`src/rtl/sqrt_pkg.sv`:
```
// Shared types and helpers for the iterative square-root unit.
// Holds the FSM encoding, iteration count and K legality rules.
package sqrt_pkg;

  typedef enum logic [1:0] {
    IDLE,
    CALC,
    DONE
  } state_t;

  localparam int K_MIN = 1;
  localparam int K_MID = 2;
  localparam int K_MAX = 4;

  function automatic int iter_count(int n, int k);
    return n / k;
  endfunction

  function automatic bit k_legal(int n, int k);
    return (k == K_MIN || k == K_MID || k == K_MAX)
        && (n % k == 0);
  endfunction

endpackage

```
`src/rtl/sqrt_step.sv`:
```
// One restoring square-root step: resolves root bit i
// and subtracts the trial term from the running remainder.
module sqrt_step #(
  parameter int N = 16,
  parameter int W = 4
) (
  input  logic [2*N-1:0] a,
  input  logic [N-1:0]   r,
  input  logic [W-1:0]   i,
  output logic [2*N-1:0] a_nx,
  output logic [N-1:0]   r_nx
);

  localparam logic [2*N-1:0] ONE_A = {{(2*N-1){1'b0}}, 1'b1};
  localparam logic [N-1:0]   ONE_R = {{(N-1){1'b0}}, 1'b1};

  logic [2*N-1:0] rf;
  logic           ge;

  always_comb begin
    rf   = (({{N{1'b0}}, r} << 1) + (ONE_A << i)) << i;
    ge   = (a >= rf);
    a_nx = ge ? (a - rf) : a;
    r_nx = ge ? (r | (ONE_R << i)) : r;
  end

endmodule

```
`src/rtl/sqrt_iter_hs.sv`:
```
// Iterative integer square root, K root bits per cycle,
// valid/ready on both sides, optional round-to-nearest.
module sqrt_iter_hs
  import sqrt_pkg::*;
#(
  parameter int N = 16,
  parameter int K = 1
) (
  input  logic           clk,
  input  logic           rst_n,
  input  logic           in_valid,
  output logic           in_ready,
  input  logic [2*N-1:0] a,
  input  logic           rnd,
  input  logic           flush,
  output logic           out_valid,
  input  logic           out_ready,
  output logic [N-1:0]   root,
  output logic [N:0]     remainder,
  output logic           sat
);

  localparam int W = (N > 1) ? $clog2(N) : 1;
  localparam int ITERS = iter_count(N, K);
  localparam logic [W-1:0] I_TOP  = W'(ITERS * K - 1);
  localparam logic [W-1:0] I_LAST = W'(K - 1);
  localparam logic [W-1:0] I_STEP = W'(K);

  if (!k_legal(N, K)) begin : g_bad_k
    $error("sqrt_iter_hs: K must be 1, 2 or 4 and divide N");
  end

  state_t         state, state_nx;
  logic [2*N-1:0] acc;
  logic [N-1:0]   r;
  logic [W-1:0]   idx;
  logic           rnd_q;

  logic [2*N-1:0] ca [K+1];
  logic [N-1:0]   cr [K+1];

  assign ca[0] = acc;
  assign cr[0] = r;

  for (genvar j = 0; j < K; j++) begin : g_step
    logic [W-1:0] sidx;
    assign sidx = idx - W'(j);
    sqrt_step #(.N(N), .W(W)) u_step (
      .a    (ca[j]),
      .r    (cr[j]),
      .i    (sidx),
      .a_nx (ca[j+1]),
      .r_nx (cr[j+1])
    );
  end

  logic           last;
  logic           accept;
  logic [N-1:0]   fr;
  logic           round_up;
  logic [N-1:0]   root_nx;
  logic           sat_nx;

  assign last   = (idx == I_LAST);
  assign accept = (state == IDLE) && in_valid && !flush;
  assign fr     = cr[K];

  // Round up when the floor remainder exceeds r, i.e. a >= r^2 + r + 1.
  always_comb begin
    round_up = rnd_q && (ca[K] > {{N{1'b0}}, fr});
    sat_nx   = round_up && (&fr);
    root_nx  = (round_up && !(&fr))
             ? fr + {{(N-1){1'b0}}, 1'b1}
             : fr;
  end

  always_ff @(posedge clk or negedge rst_n) begin
    if (!rst_n) state <= IDLE;
    else        state <= state_nx;
  end

  always_comb begin
    state_nx = state;
    if (flush) begin
      state_nx = IDLE;
    end else begin
      unique case (state)
        IDLE:    if (in_valid)  state_nx = CALC;
        CALC:    if (last)      state_nx = DONE;
        DONE:    if (out_ready) state_nx = IDLE;
        default:                state_nx = IDLE;
      endcase
    end
  end

  always_ff @(posedge clk or negedge rst_n) begin
    if (!rst_n) begin
      acc       <= '0;
      r         <= '0;
      idx       <= '0;
      rnd_q     <= 1'b0;
      root      <= '0;
      remainder <= '0;
      sat       <= 1'b0;
    end else if (accept) begin
      acc   <= a;
      r     <= '0;
      idx   <= I_TOP;
      rnd_q <= rnd;
    end else if (state == CALC && !flush) begin
      acc <= ca[K];
      r   <= cr[K];
      idx <= idx - I_STEP;
      if (last) begin
        root      <= root_nx;
        remainder <= ca[K][N:0];
        sat       <= sat_nx;
      end
    end
  end

  assign in_ready  = (state == IDLE);
  assign out_valid = (state == DONE);

endmodule

```
`config.mk`:
```
export PLATFORM = sky130hd
export DESIGN_NAME = sqrt_iter_hs
export DESIGN_NICKNAME = d
export VERILOG_FILES = /design/src/rtl/sqrt_pkg.sv /design/src/rtl/sqrt_step.sv /design/src/rtl/sqrt_iter_hs.sv
export SDC_FILE = /design/constraint.sdc
export NUM_CORES = 1
export LEC_CHECK = 0
export ABC_AREA = 1
export CAP_MARGIN = 20
export CORE_MARGIN = 4
export CORE_UTILIZATION = 36
export CTS_BUF_LIST = sky130_fd_sc_hd__clkbuf_4
export DETAILED_ROUTE_END_ITERATION = 8
export PLACE_DENSITY_LB_ADDON = 0.08
export SYNTH_ARGS = -nofsm -noshare
export SYNTH_HDL_FRONTEND = slang
export SYNTH_SLANG_ARGS = --single-unit
```
`constraint.sdc`:
```
create_clock -name clk -period 7.9 [get_ports clk]
set_input_delay 1.185 -clock clk [delete_from_list [all_inputs] [get_ports clk]]
set_output_delay 1.185 -clock clk [all_outputs]
set_load 0.01 [all_outputs]
```
Word-level counts from Yosys, hierarchy flattened. Cells that the tools add are included.

$add $sub $neg: 4. Order comparisons: 2. Equal/unequal tests: 5. Shift-type cells: 3. Muxes and demuxes: 14. Bitwise operators: 2. Reductions and logical operators: 14.

Operator list (count): 2-to-1 mux 32 bit (3); 2-to-1 mux 16 bit (4); adder 17 x 32 -> 32 bit (1); greater-or-equal comparator 32 bit (1); > comparator 32 x 16 -> 1 bit (1); left shift 1 x 4 -> 32 bit (first input constant) (1); left shift 32 x 4 -> 32 bit (1); subtractor 32 bit (1); adder 16 x 1 -> 16 bit (second input constant) (1); bitwise OR 16 bit (1); AND reduction 16 bit (1); left shift 1 x 4 -> 16 bit (first input constant) (1); 2-to-1 mux 2 bit (4); 2-to-1 mux 4 bit (2); logical AND 1 bit (6); inequality test 3 x 2 -> 1 bit (second input constant) (2); one-hot mux 2 bit (3 select lines) (1); AND reduction 3 bit (2); zero test 4 bit (1); subtractor 4 x 1 -> 4 bit (second input constant) (1); inequality test 3 bit (second input constant) (1); equality test 2 x 1 -> 1 bit (second input constant) (1); equality test 2 bit (second input constant) (1); zero test 1 bit (2); 3 further kinds (3).

Register bits after elaboration: 89. Bits of input ports: 38. Output and inout bits: 36. Logic and storage cells: 52.

Logic depth before layout (Yosys ltp). Gate-level depths: netlist of the first run.

Word-level depth: 9. Depth in mapped cells: 60. Gate-level depth less buffers: 53.

Hierarchy. From an unflattened synthesis of the first run, not the netlist that was laid out.

Cell total of the unflattened synthesis: 1434. Area, all modules: 9073.7 um^2.

Modules (own cells, without submodules): sqrt_iter_hs (times used 1, cells each 582, area each 4631.9 um^2, sequential area each 2227.1 um^2); sqrt_step (times used 1, cells each 852, area each 4441.8 um^2, sequential area each 0.0 um^2).

Worst setup path after synthesis of the first run. Ideal clock, no wire load.

Path kind: flip-flop to flip-flop. Start: reg idx[1]. End: reg root[6]. Setup time: 0.117 ns. Data arrival time: 7.031 ns. Required time: 7.783 ns. Setup slack: 0.752 ns. Cell stages (with the launch flop): 52. Buffers on the path: 8. Period minus slack after synthesis: 7.148 ns. Path through: dfrtp_1 clkbuf_1 inv_1 clkbuf_1 ha_1 inv_1 nor3_1 ha_1 fa_1 nand3_1 nand2_1 nand2_1 nand2_1 nand2_1 nand2_1 a21oi_1 o21ai_0 a21oi_1 [... 16 more ...] clkbuf_1 buf_2 nand2_1 o21ai_0 inv_1 ha_1 inv_1 nor4_1 inv_1 nor2_1 nand4_1 nand2_1 nand2_2 buf_4 nand4_1 nand2_1 nand2_1 nand2_1.

RTL lines: from (decl) (line sqrt_iter_hs.sv:36) `logic [W-1:0] idx;`; from (signal assigned) (line sqrt_iter_hs.sv:113) `idx <= idx - I_STEP;`; to (signal assigned) (line sqrt_iter_hs.sv:115) `root <= root_nx;`; to (decl) (line sqrt_iter_hs.sv:18) `output logic [N-1:0] root,`.

Worst setup path in the final report of the first run.
Start: reg idx[1]. End: reg root[7].

Cells in the longest elaborated chain, start to end: 9. Elaborated cells between the ends (all ways): 18. Classes of those cells: add/sub: 3; order compare: 2; shift: 3; mux: 3; bitwise: 1; reduce/logical: 6.

RTL lines: left shift 1 x 4 -> 32 bit (line sqrt_step.sv:21) `rf = (({{N{1'b0}}, r} << 1) + (ONE_A << i)) << i;`; adder 17 x 32 -> 32 bit (line sqrt_step.sv:21); left shift 32 x 4 -> 32 bit (line sqrt_step.sv:21); subtractor 32 bit / greater-or-equal comparator 32 bit (equally long branches) (line sqrt_step.sv:23, sqrt_step.sv:22); 2-to-1 mux 32 bit / 2-to-1 mux 16 bit (equally long branches) (line sqrt_step.sv:23, sqrt_step.sv:24); > comparator 32 x 16 -> 1 bit / AND reduction 16 bit (equally long branches) (line sqrt_iter_hs.sv:70, sqrt_iter_hs.sv:72); logical AND 1 bit / zero test 1 bit (equally long branches) (line sqrt_iter_hs.sv:70, sqrt_iter_hs.sv:72); logical AND 1 bit (line sqrt_iter_hs.sv:72) `root_nx = (round_up && !(&fr))`; 2-to-1 mux 16 bit (line sqrt_iter_hs.sv:73) `? fr + {{(N-1){1'b0}}, 1'b1}`.

Several ways; a longest one is shown, not always the timed one. A chain may end at the register's enable or synchronous reset.

==> run_results.csv, run 1 <==
group,metric,value,unit
detailed_routing,dr_total_vias,9555,
global_routing,grt_max_degree,48,
yosys,synthesis.area,9080,um2
yosys,syn_inst,1453,
worst_setup_path,critical_path.startpoint_type,"register",
detailed_routing,antenna_left,0,
detailed_routing,firstDrtPassIters,5,
timing,fin_skew,41.4,ps
clock_tree,cts_tree,"done",
power,pwr-share-comb,78.8,%
timing,setup_viol,0,
floorplan,die_y,167,um
final_layout,final_area,10500,um2
yosys,synthDistinctLibCells,49,
timing,fmax,138,MHz
yosys,synth.net_count,1559,
timing,period_share,91.8,%
timing,slew_headroom,32.2,%
global_routing,grt_pass1_vias,9172,
clock_tree,clkLatencyLatePin,520,ps
worst_setup_path,reg2reg_slack,650,ps
global_routing,grt_usage,23.5,%
yosys,ys_seq_area_share,24.5,%
worst_setup_path,arrival,7670,ps
yosys,avgSynthCellArea,6.25,um2
yosys,synth_top_flop_cell,"dfrtp_1",
worst_setup_path,critPathMaxStageDelay,430,ps
placed_design,placed_area,10200,um2
timing,fin_crit,7250,ps
worst_setup_path,path_common_cell,"nand2_1",
yosys,synthArstFlopShare,100,%
placed_design,place.gp.congestion,0.952,
run,maxCapViolCount,0,
floorplan,ioPinCount,74,
worst_hold_path,hold_start,"root[8]",
final_layout,syn_to_final_growth,15.6,%
clock_tree,cts_hold_buffers,0,
global_routing,overflow,0,
clock_tree,clk_pin_slew,220,ps
detailed_routing,routed_wl,33.2,mm
yosys,yosysWarnings,0,
worst_setup_path,required,8320,ps
power,seqPwrFrac,14.1,%
placed_design,dpl.hpwl,25.9,mm
final_layout,drive_gt1_share,7.97,%
clock_tree,numCtsBuffers,9,
yosys,synth_edf_count,0,
timing,worst_slew_pin_slew,1010,ps
worst_setup_path,path_max_fanout,23,
floorplan,core_area,24500,um2
global_routing,grt_pass1_wl,52.5,mm
global_routing,antenna_found_initial,1,
worst_hold_path,hp-class,"reg -> reg",
floorplan,rows,57,
worst_hold_path,worstHoldPathCells,2,
worst_setup_path,worstSetupPathType,"reg -> reg",
power,swShare,59.9,%
power,cell_internal_pwr,1.86,mW
clock_tree,cts_num_sinks,89,
worst_hold_path,min_to,"root[8]",
worst_setup_path,r2r_end,"root[7]",
power,p_per_area,443,nW/um2
floorplan,initial_core_util,37.0,%
worst_setup_path,crit_slowest_cell,"dfrtp_1",
placed_design,portBuffers,73,
detailed_routing,vias_per_cell,5.15,
timing,finalSetupTns,0,ps
timing,slew_viol_final,0,
power,power_leakage,5.30,nW
floorplan,die_w,167,um
clock_tree,h-tree-depth,3,
timing,hold_viol,0,
detailed_routing,drtIter0Drc,695,
detailed_routing,detail_route.wl_per_cell,17.9,um
yosys,ys_ff_latch,89,
final_layout,fin_nets,1632,
clock_tree,clk_path_buf_depth,2,
clock_tree,cts_root_buf,"clkbuf_4",
power,ir_drop,0.000184,V
timing,rsz0062_at_grt,"no",
outcome,status,"finished clean",
detailed_routing,drc,0,
floorplan,die_area,27800,um2
worst_setup_path,cp-end-kind,"register",
power,p_switching,2.78,mW
worst_setup_path,rr_worst_depth,40,
worst_setup_path,crit-reg2reg-launch,"idx[1]",
power,clockPowerShare,7.1,%
[synth_stat cells (all sizes together) (22+ instances only)]
cell type / n / area, um2
a21oi: 83 / 449
clkbuf: 36 / 135
dfrtp: 89 / 2230
ha: 66 / 826
inv: 170 / 638
nand2: 517 / 2000
nand3: 91 / 465
nand4: 34 / 243
nor2: 119 / 464
nor3: 22 / 126
o21ai: 106 / 534
xor2: 22 / 193
[worst max-delay path by stage]
stage | endpoint | slack (ps) | depth (start not counted) | startpoint
detailed placement | root[15] | 230 | 43 | idx[0]
global placement | root[6] | 260 | 43 | idx[0]
global route | root[2] | 10 | 44 | idx[1]
finish | root[7] | 650 | 40 | idx[1]
CTS | root[2] | 170 | 43 | idx[0]
floorplan | root[6] | 750 | 51 | idx[1]
[what timing repair did]
action | CTS | global route
endpoints found under the hold margin | 0 | 0
resized for setup | 0 | 21
buffers inserted | 0 | 6
setup endpoints to repair | 0 | 17
[area by class of cell]
type / count / area, um2
multi-input combinational: 1143 / 6030
sequential: 89 / 2230
clock buffer: 9 / 67.6
inverter: 174 / 659
tap: 324 / 405
timing repair buffer: 109 / 1000
fill: 2725 / 14000
clock inverter: 7 / 93.8
antenna: 1 / 2.50
[layout by cell type (no fill, tap or decap), types with 3 or more instances in the layout]
cell             count
a21oi_1             75
a21oi_2              7
buf_4               36
clkbuf_4             9
clkdlybuf4s50_1     72
clkinv_1             3
dfrtp_1             86
dfrtp_2              3
ha_1                66
inv_1              161
inv_2                8
mux2i_1              5
nand2_1            499
nand2_2             15
nand3_1             89
nand4_1             32
nand4_4              3
nor2_1             113
nor2_2               5
nor3_1              16
nor3_2               5
o211ai_1            14
o21ai_0             98
o21ai_1              7
o21bai_1             4
o221ai_1            14
or2_2               10
xnor2_1             13
xor2_1              22
[critical path: cells and delay by family, from the launching register on]
kind	cells	cell delay, ps
simple gates	25	3480
buf+inv	3	590
fa+ha+maj	4	1200
compound gates	7	1280
xor+xnor	1	110
flops	1	430
[registers in the layout, summed over array words and instances (netlist names)]
| register | count |
|---|---|
| acc | 32 |
| remainder | 17 |
| r | 16 |
| root | 16 |
| idx | 4 |
| state | 2 |
| rnd_q | 1 |
| sat | 1 |
[per-layer routing]
layer  global-route usage (%)  wire (um)  up-vias
li1                         -          -     4887
met1                     34.8      16600     4385
met2                     36.9      14500      250
met3                     2.82       1490       33
met4                     5.09        585        0
met5                        0          0        -
[stage by stage]
stage	worst slack (ps)	std cells	power, mW	util (%)	hold slack (ps)
floorplan	752	1453	3.21	-	494
finish	647	1856	4.64	42.8	504
CTS	165	1848	4.57	42.3	510
global placement	262	1832	4.21	41.6	463
detailed placement	229	1832	4.20	41.6	465
global route	12.4	1856	5.11	42.8	534
[kinds of logic (layout without fill, tap and decap cells)]
logic type      after synthesis  count (layout)  share of synthesized area (%)
flops                        89              89                           24.5
simple gates                802             803                           37.6
xor+xnor                     35              35                           3.38
fa+ha+maj                    68              68                           9.54
compound gates              232             232                           14.6
mux                           5               5                          0.551
other cells                   0               1                              0
buf+inv                     222             299                           9.77
[power by group through the flow]
| stage | Sequential, mW | Combinational [mW] | Clock, mW |
|---|---|---|---|
| after floorplan | 0.613 | 2.60 | 0 |
| after global placement | 0.663 | 3.54 | 0 |
| after detailed placement | 0.660 | 3.54 | 0 |
| after CTS | 0.653 | 3.57 | 0.346 |
| after global routing | 0.666 | 4.08 | 0.362 |
| final | 0.656 | 3.66 | 0.330 |
Power figures use the tool's default switching activity.
==> run 2, diff against run 1 <==
--- a/config.mk
+++ b/config.mk
@@ -7,8 +7,10 @@
 export LEC_CHECK = 0
 export ABC_AREA = 1
 export CAP_MARGIN = 20
+export CELL_PAD_IN_SITES_DETAIL_PLACEMENT = 1
+export CELL_PAD_IN_SITES_GLOBAL_PLACEMENT = 2
 export CORE_MARGIN = 4
-export CORE_UTILIZATION = 36
+export CORE_UTILIZATION = 33
 export CTS_BUF_LIST = sky130_fd_sc_hd__clkbuf_4
 export DETAILED_ROUTE_END_ITERATION = 8
 export PLACE_DENSITY_LB_ADDON = 0.08
==> run 2 against run 1 <==
Against the previous run:
- routed wire length up 12%
- sequential share of layout area about the same
- hold slack improved by 1.7 ps
- worst setup slack got worse by 18 ps
- global-route usage rose by 0.99 points
- combinational power grew 4%
- fmax decreased by 0.25%
- critical endpoint is now root[15]
- largest power group unchanged
==> run_results.csv, run 2 (synthesis results as in run 1) <==
group,metric,value,unit
worst_hold_path,hold_start,"root[1]",
final_layout,syn_to_final_growth,15.3,%
final_layout,fillers,3612,
final_layout,fin_util,38.7,%
power,p_per_area,455,nW/um2
clock_tree,cts_tree,"done",
worst_setup_path,crit-reg2reg-launch,"idx[1]",
clock_tree,clk_pin_slew,170,ps
clock_tree,clk_path_buf_depth,2,
global_routing,grt_max_degree,58,
detailed_routing,detail_route.wl_per_cell,19.9,um
final_layout,fin_nets,1632,
placed_design,placed_area,10300,um2
clock_tree,cts_hold_buffers,0,
detailed_routing,antenna_left,0,
timing,setup_viol,0,
detailed_routing,drtIter0Drc,552,
global_routing,antenna_found_initial,1,
worst_setup_path,critPathMaxStageDelay,470,ps
worst_setup_path,path_delay_family,"simple AND/OR/NAND/NOR gates",
power,power_leakage,5.30,nW
final_layout,final_area,10500,um2
final_layout,top_regs,"acc (32), remainder (17)",
clock_tree,clkLatencyLatePin,490,ps
clock_tree,cts_num_sinks,89,
worst_setup_path,rr_worst_depth,44,
clock_tree,numCtsBuffers,9,
final_layout,largest_reg_flops,32,
global_routing,grt_usage,24.5,%
worst_hold_path,worstHoldPathCells,2,
detailed_routing,routed_wl,37.3,mm
worst_setup_path,worstSetupPathType,"reg -> reg",
placed_design,portBuffers,73,
global_routing,overflow,0,
worst_hold_path,hp-class,"reg -> reg",
detailed_routing,firstDrtPassIters,4,
placed_design,dpl_worst_slack,245,ps
floorplan,die_y,174,um
worst_setup_path,crit_slowest_cell,"dfrtp_1",
floorplan,rows,60,
clock_tree,cts_root_buf,"clkbuf_4",
worst_setup_path,arrival,7650,ps
timing,setup_ws,628,ps
timing,slew_viol_final,0,
run,maxCapViolCount,0,
worst_setup_path,r2r_end,"root[15]",
timing,finalSetupTns,0,ps
global_routing,grt_pass1_vias,10300,
power,seqPwrFrac,14.2,%
final_layout,final_common_cell,"nand2_1",
detailed_routing,dr_total_vias,9726,
final_layout,drive_gt1_share,7.58,%
detailed_routing,drc,0,
placed_design,place.gp.congestion,0.926,
power,cell_internal_pwr,1.91,mW
worst_setup_path,cp-end-kind,"register",
floorplan,die_area,30200,um2
timing,fmax,138,MHz
timing,fin_crit,7270,ps
worst_setup_path,critical_path.startpoint_type,"register",
outcome,status,"finished clean",
power,p_switching,2.85,mW
timing,worst_slew_pin_slew,935,ps
timing,fin_skew,34.8,ps
placed_design,dpl.hpwl,30.9,mm
timing,hold_viol,0,
clock_tree,h-tree-depth,3,
power,pwr-share-comb,79.6,%
worst_setup_path,worstPathBufferInverterCount,3,
floorplan,die_w,174,um
timing,slew_headroom,37.5,%
power,swShare,59.9,%
floorplan,initial_core_util,33.6,%
final_layout,regMostFlops,"acc",
worst_setup_path,path_max_fanout,16,
worst_hold_path,min_to,"root[1]",
worst_setup_path,reg2reg_slack,630,ps
floorplan,core_area,27000,um2
timing,period_share,92.0,%
worst_setup_path,required,8280,ps
global_routing,grt_pass1_wl,58.3,mm
power,clockPowerShare,6.2,%
floorplan,ioPinCount,74,
power,ir_drop,0.000228,V
final_layout,final_cell_mix,"499 x nand2_1, 161 x inv_1, 114 x nor2_1",
worst_setup_path,path_common_cell,"nand2_1",
detailed_routing,vias_per_cell,5.19,
## run 2: cell types whose count changed in the layout (fill, tap and decap cells not counted), sizes merged
cell,previous run,this run
buf,37,38
nand4,35,34
inv,174,171
clkinvlp,2,1
clkbuf,9,10
clkinv,4,7
## run 2: how the worst max path moves through the flow
| stage | from | to | slack (ps) | cells after the start |
|---|---|---|---|---|
| after global routing | idx[3] | root[4] | -20 | 44 |
| after detailed placement | idx[2] | root[10] | 250 | 43 |
| after global placement | idx[2] | root[11] | 330 | 43 |
| final | idx[1] | root[15] | 630 | 44 |
| after floorplan | idx[1] | root[6] | 750 | 51 |
| after CTS | idx[2] | root[10] | 240 | 43 |
## run 2: area by class of cell
cell class	count	area, um2	share of cell area, %
Clock inverter	6	67.6	0.646
Timing Repair Buffer	110	1020	9.74
Antenna cell	1	2.50	0.0239
Sequential cell	89	2230	21.3
Multi-Input combinational cell	1142	5990	57.3
Inverter	174	653	6.24
Tap cell	341	427	4.08
Clock buffer	10	75.1	0.718
## run 2: power by group through the flow
stage          registers, mW  clock network (mW)  logic (mW)
4_1_cts                0.681               0.301        3.76
6_report               0.676               0.294        3.80
5_1_grt                0.687               0.316        4.26
3_3_place_gp           0.689                   0        3.69
3_5_place_dp           0.689                   0        3.75
2_1_floorplan          0.613                   0        2.60
## run 2: metrics by stage
stage               hold slack (ps)  std cells  power [mW]
global route                    519       1873        5.27
CTS                             505       1871        4.75
global placement                472       1855        4.38
detailed placement              464       1855        4.44
floorplan                       494       1453        3.21
finish                          505       1873        4.77
## run 2: what timing repair did
| action | 4_1_cts | 5_1_grt |
|---|---|---|
| gates resized for setup | 0 | 14 |
| endpoints found under the setup margin | 0 | 17 |
| endpoints found under the hold margin | 0 | 0 |
| setup buffers | 0 | 1 |
## run 2: routing by layer
layer | GRT usage [%] | up-vias | share of wire (%)
met1 | 29.4 | 4658 | 43
met4 | 8.84 | 0 | 3.8
met5 | 0 | - | 0
met2 | 45.0 | 130 | 51
met3 | 2.73 | 55 | 2.3
li1 | - | 4883 | -
## run 2: worst reg2reg max path, delay by kind of cell (launching register included)
family	cells	cell delay [ps]
AND/OR/NAND/NOR	28	3410
AO/OA/AOI/OAI	9	1810
adder cells (fa/ha/maj)	4	1040
flip-flops	1	470
buffers and inverters	3	460
